**config.mk**
```make
export PLATFORM = sky130hd
export DESIGN_NAME = instruction_fetch
export DESIGN_NICKNAME = d
export VERILOG_FILES = /design/src/rtl/fetch_pkg.sv /design/src/rtl/instruction_fetch.sv
export SDC_FILE = /design/constraint.sdc
export NUM_CORES = 1
export LEC_CHECK = 0
export ABC_AREA = 0
export CORE_ASPECT_RATIO = 1.1
export CORE_UTILIZATION = 40
export DETAILED_ROUTE_END_ITERATION = 6
export GPL_ROUTABILITY_DRIVEN = 0
export PLACE_DENSITY = 0.77
export SYNTH_ARGS = -nofsm -noshare
export SYNTH_HDL_FRONTEND = slang
export SYNTH_SLANG_ARGS = --single-unit
```
**constraint.sdc**
```tcl
create_clock -name clk -period 2.4 [get_ports clk]
set_clock_uncertainty 0.2 [all_clocks]
set_input_delay 0.24 -clock clk [delete_from_list [all_inputs] [get_ports clk]]
set_output_delay 0.24 -clock clk [all_outputs]
set_load 0.05 [all_outputs]
```
**src/rtl/fetch_pkg.sv**
```systemverilog
// Shared fetch-stage definitions: FSM state encoding, NOP encoding and PC helpers.
package fetch_pkg;

    localparam int unsigned XLEN = 32;

    localparam logic [XLEN-1:0] NOP_INSTR = 32'h0000_0013;

    typedef enum logic [1:0] {
        ST_REQ   = 2'd0,
        ST_WAIT  = 2'd1,
        ST_HOLD  = 2'd2,
        ST_DRAIN = 2'd3
    } fetch_state_e;

    // Word-align a PC by clearing the byte-offset bits.
    function automatic logic [XLEN-1:0] align_pc(input logic [XLEN-1:0] pc);
        return {pc[XLEN-1:2], 2'b00};
    endfunction

endpackage : fetch_pkg

```
**src/rtl/instruction_fetch.sv**
```systemverilog
// Single-outstanding instruction fetch stage: requests a word, holds it for the
// decoder until consumed, and discards in-flight responses made stale by a redirect.
module instruction_fetch
    import fetch_pkg::*;
#(
    parameter logic [31:0] RESET_PC = 32'h0000_0000
) (
    input  logic            clk,
    input  logic            rst_n,
    input  logic            stall,
    input  logic            redirect_valid,
    input  logic [XLEN-1:0] redirect_pc,
    output logic            mem_req_valid,
    output logic [XLEN-1:0] mem_req_addr,
    input  logic            mem_req_ready,
    input  logic            mem_rsp_valid,
    input  logic [XLEN-1:0] mem_rsp_data,
    output logic [XLEN-1:0] instruction,
    output logic [XLEN-1:0] instr_pc,
    output logic            instr_valid,
    output logic            decode_enable
);

    localparam logic [XLEN-1:0] PC_STEP = XLEN'(4);

    fetch_state_e    state, state_nxt;
    logic [XLEN-1:0] pc, pc_nxt;
    logic [XLEN-1:0] instruction_nxt;
    logic [XLEN-1:0] instr_pc_nxt;
    logic            instr_valid_nxt;

    // State and datapath registers.
    always_ff @(posedge clk or negedge rst_n) begin
        if (!rst_n) begin
            state       <= ST_REQ;
            pc          <= align_pc(RESET_PC);
            instruction <= NOP_INSTR;
            instr_pc    <= '0;
            instr_valid <= 1'b0;
        end else begin
            state       <= state_nxt;
            pc          <= pc_nxt;
            instruction <= instruction_nxt;
            instr_pc    <= instr_pc_nxt;
            instr_valid <= instr_valid_nxt;
        end
    end

    // Next-state and datapath update; a redirect overrides the normal flow.
    always_comb begin
        state_nxt       = state;
        pc_nxt          = pc;
        instruction_nxt = instruction;
        instr_pc_nxt    = instr_pc;
        instr_valid_nxt = instr_valid;

        unique case (state)
            ST_REQ: begin
                if (mem_req_ready) begin
                    state_nxt = ST_WAIT;
                end
            end
            ST_WAIT: begin
                if (mem_rsp_valid) begin
                    instruction_nxt = mem_rsp_data;
                    instr_pc_nxt    = pc;
                    instr_valid_nxt = 1'b1;
                    state_nxt       = ST_HOLD;
                end
            end
            ST_HOLD: begin
                if (!stall) begin
                    pc_nxt          = pc + PC_STEP;
                    instr_valid_nxt = 1'b0;
                    state_nxt       = ST_REQ;
                end
            end
            ST_DRAIN: begin
                if (mem_rsp_valid) begin
                    state_nxt = ST_REQ;
                end
            end
            default: state_nxt = ST_REQ;
        endcase

        if (redirect_valid) begin
            pc_nxt          = align_pc(redirect_pc);
            instr_valid_nxt = 1'b0;
            instruction_nxt = instruction;
            instr_pc_nxt    = instr_pc;
            unique case (state)
                ST_REQ:   state_nxt = mem_req_ready ? ST_DRAIN : ST_REQ;
                ST_WAIT:  state_nxt = mem_rsp_valid ? ST_REQ : ST_DRAIN;
                ST_HOLD:  state_nxt = ST_REQ;
                ST_DRAIN: state_nxt = mem_rsp_valid ? ST_REQ : ST_DRAIN;
                default:  state_nxt = ST_REQ;
            endcase
        end
    end

    // Request is a pure state decode, squashed while reset is held.
    assign mem_req_valid = (state == ST_REQ) && rst_n;
    assign mem_req_addr  = pc;
    assign decode_enable = instr_valid & ~stall;

endmodule : instruction_fetch
```
Word-level counts from Yosys, hierarchy flattened --
Index checks and enable logic that the tools add are counted.
Storage, ports and cells: flip-flop bits (word level) 99, output and inout port bits 99, word-level logic and storage cells 42
Operators by class: add/subtract/negate cells 1, equal/unequal tests 8, mux-type cells 16, bitwise logic cells 3, reduce and logical (&&, ||, !) cells 9
Operators by type and width (count):
- $mux 32 | 3
- $add 32x3->32 const B | 1
- $mux 2 | 7
- $ne 3x3->1 const B | 4
- $pmux 2 s4 | 1
- $pmux 2 s3 | 1
- $reduce_and 3->1 | 2
- $eq 2x2->1 const B | 2
- $reduce_and 4->1 | 1
- $mux 1 | 3
- $reduce_bool 3->1 | 1
- $eq 2x1->1 const B | 1
- $logic_not 2->1 | 1
- $ne 2x1->1 const B | 1
- $not 1->1 | 2
- $pmux 1 s2 | 1
- $reduce_and 2->1 | 1
- $reduce_bool 2->1 | 1
- $reduce_or 2->1 | 1
- $and 1x1->1 | 1
- $logic_and 1x1->1 | 1

Depth between registers and ports, before layout --
depth after elaboration 4, depth in mapped cells 7

Worst setup path after synthesis --
OpenSTA, ideal clock, no wires.
path type register to register, from register pc[2], in the netlist mem_req_addr[2], to register pc[18], in the netlist mem_req_addr[18], setup time 82 ps, arrival 2356 ps, data required time 2118 ps, slack -238 ps, cell stages (with the launch flop) 8, period minus slack after synthesis 2638 ps, cell sequence dfrtp_1 ha_1 nand4bb_4 buf_6 or4_4 buf_6 or3_1 a31oi_1
Between the ends: longest elaborated chain between the ends 4
Ends and longest elaborated chain:
- from (decl) | line instruction_fetch.sv:27 | logic [XLEN-1:0] pc, pc_nxt;
- from (signal assigned) | line instruction_fetch.sv:36 | pc <= align_pc(RESET_PC);
- from (signal assigned) | line instruction_fetch.sv:42 | pc <= pc_nxt;
- $add 32x3->32 | line instruction_fetch.sv:73 | pc_nxt = pc + PC_STEP;
- $mux 32 | line instruction_fetch.sv:72 | if (!stall) begin
- $mux 32 | line instruction_fetch.sv:57 | unique case (state)
- $mux 32 | line instruction_fetch.sv:86 | if (redirect_valid) begin
No other way between the ends. The select of a mux whose other input is x is not followed. A chain may end at the register's enable or synchronous reset.

Worst setup path after layout --
from register pc[5], in the netlist mem_req_addr[5], to register pc[24], in the netlist mem_req_addr[24]
The elaborated chain is that of the path after synthesis.

==> impl_results.md <==
- CP Capture Type: flop
- Largest cells by area after synthesis: dfrtp_1 (53%), mux2_2 (16%), nand2_1 (2.4%)
- Least-Margin Pin Slew: 0.552 ns
- Worst hold slack: about 0.24 ns
- RSZ-0062 raised after global routing: no
- FF-to-FF path depth: 4
- Routed length on met2: about 5800 um
- Worst path top cell family by delay: simple AND/OR/NAND/NOR gates
- First-pass GRT wire length: 18900 um
- Yosys warnings: 0
- DPL Wire Length: 8520 um
- Number of standard cells in the final layout excluding fillers: 698
- Final slew viol count: 0
- Hold Path Class: in2reg
- Met3 WL post-DR: about 660 um
- Most common cell in the synthesized netlist: dfrtp_1
- Post-Place Cells: roughly 680
- Worst Path Arrival: 2.35 ns
- Crit Path Class: reg2reg
- Buf+Inv Stages, Crit Path: 0
- Largest net degree at the start of global routing: 96
- Synth Register Bits: 95
- Max cap viols: 0
- 1st-pass router iterations: 4
- Mapped Cells: 372
- Routed vias/inst: 5.23
- Cts hold-fix bufs: 1
- Initial DRC count: 108
- Cells on Worst Hold Path: 3
- Final min period: 2.28 ns
- Root buffer cell: clkbuf_16
- Final Cycle Share: 95.0%
- Nets@finish: 621
- Die area: roughly 0.011 mm2
- Flop2flop setup slack: 0.12 ns
- Core area: 0.0105 mm2
- Worst hold path startpoint: redirect_pc[20]
- Total CTS buffers: 9
- # Post-CTS Setup Buffers: 0
- CTS H-tree depth: 3
- Largest buffer count on any clock path: 2
- Hold EP: mem_req_addr[20]
- Worst slew margin: 63.1%
- DP Area: 0.00630 mm2
- DR top layer: met4
- Setup violators final: 0
- Final WL: around 11000 um
- TritonCTS Sinks: 95
- TritonCTS clock tree: done
- TNS Setup: 0 ns
- Netlist cell types: 48
- DIE HEIGHT: 112 um
- Pwr Density: 1260 mW/mm2
- Dominant cell type by area after synthesis: dfrtp_1
- Post-synthesis sequential area ratio: a little over half
- Number of routed nets with antenna violations: 0
- Initial Util: 41.6%
- # fillers: 857
- Worst skew pair latency: roughly 0.35 ns
- Max Fclk: 0.438 GHz
- Vias in the first global route: 3826
- Design Area, Final: 0.00661 mm2
- Routed vias: 3653
- Leakage: 2.60 nW
- Hold Vio Cnt, Final: 0
- Post-cts resize count: 0
- Standard-cell rows: 39
- Ant diodes: 0
- R2r startpoint: mem_req_addr[5]
- Ratio of cells with drive above 1 in the final layout: 23.2%
- Mapped Area: between 0.004 and 0.005 mm2
- Place WS: -0.147 ns
- Peak VDD IR: between 600 and 700 uV
- Slowest stage delay, CP: between 0.6 and 0.7 ns
- Slowest CP cell: or4_4
- I/O pins: between 150 and 200
- Final worst setup slack: 0.119 ns
- Critical Path, Cell by Cell: nand4_1 > or4_4 > or4_1 > a31oi_1
- Total GRT Usage: 21.6%
- CP Launch Type: flop
- DRC: 0
- Average size of a mapped cell: 11.7 um2
- Critical Path RT: between 2 and 2.5 ns
- Avg WL per Cell: roughly 16 um
- Yosys top cell area share: 52.7%
- Commonest cells in the netlist: dfrtp_1 (92), mux2_2 (62), nand2_1 (28)
- PortBufs: 162
- Critical Path Fanout Max: 11
- Outcome: finished clean
- Most used DFF post-synth: dfrtp_1
- Antenna violations before repair: 0
- Clock Pin Slew Worst Setup and Hold Paths: approximately 0.07 ns
- Met1 WL: 4660 um
- Layout area overhead: 51.4%
- Share of synthesized registers carrying an async set or reset: 100%
- Die Wd: 102 um
- Gr ovfl total: 0
- R2r endpoint: mem_req_addr[24]
- Post-synth EDFFs: 0
cell type report:
type / count / area, um2 / share of cell area, %
Tap cell: 143 / 179 / 2.71
Inverter: 2 / 7.51 / 0.114
Timing Repair Buffer: 189 / 1860 / 28.1
Clock buffer: 10 / 239 / 3.61
Multi-Input combinational cell: 253 / 1870 / 28.3
Sequential cell: 95 / 2390 / 36.2
Clock inverter: 6 / 66.3 / 1.00
layout by cell type (no fill, tap or decap), types with 5 or more instances in the layout:
master and count:
nand2_1 28, clkbuf_16 9, o21ai_0 19, a31oi_1 15, nor2_1 24, nor4_1 5
mux2_2 62, dfrtp_2 10, buf_4 26, nand3_1 11, or4_1 13, o31ai_1 10
nand4_1 9, xnor2_1 7, clkdlybuf4s50_1 159, dfrtp_1 82
tightest hold or removal path, stage by stage:
cell and delay [ns]:
clkdlybuf4s50_1 0.39, nor2_1 0.08, a31oi_1 0.04
metal layers:
metal  track usage [%]  vias up
met3              3.70       23
met4              10.6        0
met5                 0        -
li1                  -     1714
met2              36.2      113
met1              26.6     1803
registers in the layout, summed over array words and instances, names as in the netlist:
register	cells
mem_req_addr	30
instr_pc	30
state	2
instr_valid	1
instruction	32
power breakdown:
| group | internal [mW] | total, mW | leakage [nW] | switching [mW] |
|---|---|---|---|---|
| combinational | 1.60 | 4.32 | 1.33 | 2.73 |
| sequential | 2.21 | 2.56 | 1.12 | 0.357 |
| clock | 0.842 | 1.48 | 0.153 | 0.635 |
| total | 4.64 | 8.36 | 2.60 | 3.72 |
cell families (layout without fill, tap and decap cells):
group,Yosys count,after routing,synth area share [%]
AO/OA/AOI/OAI,53,53,7.68
XOR/XNOR,11,11,2.21
adder cells (fa/ha/maj),1,1,0.287
buffers and inverters,27,207,3.30
flip-flops,95,95,54.5
multiplexers,63,63,16.2
other,1,4,0.0859
AND/OR/NAND/NOR,121,121,15.7
through the flow:
stage | utilization, % | power, mW
3_3_place_gp | 60.0 | 6.85
4_1_cts | 63.0 | 8.44
5_1_grt | 63.0 | 8.70
6_report | 63.0 | 8.36
2_1_floorplan | - | 5.36
3_5_place_dp | 60.0 | 6.95
worst max path at each step:
stage	endpoint	cells past startpoint	slack [ns]	start
after detailed placement	mem_req_addr[24]	5	-0.15	stall
after floorplan	mem_req_addr[18]	7	-0.01	mem_req_addr[2]
after global placement	mem_req_addr[24]	5	-0.10	stall
final	mem_req_addr[24]	4	0.12	mem_req_addr[5]
after global routing	mem_req_addr[26]	4	0.03	mem_req_addr[5]
after CTS	mem_req_addr[24]	4	0.13	mem_req_addr[5]
No activity file was read; power rests on OpenSTA's default activity.
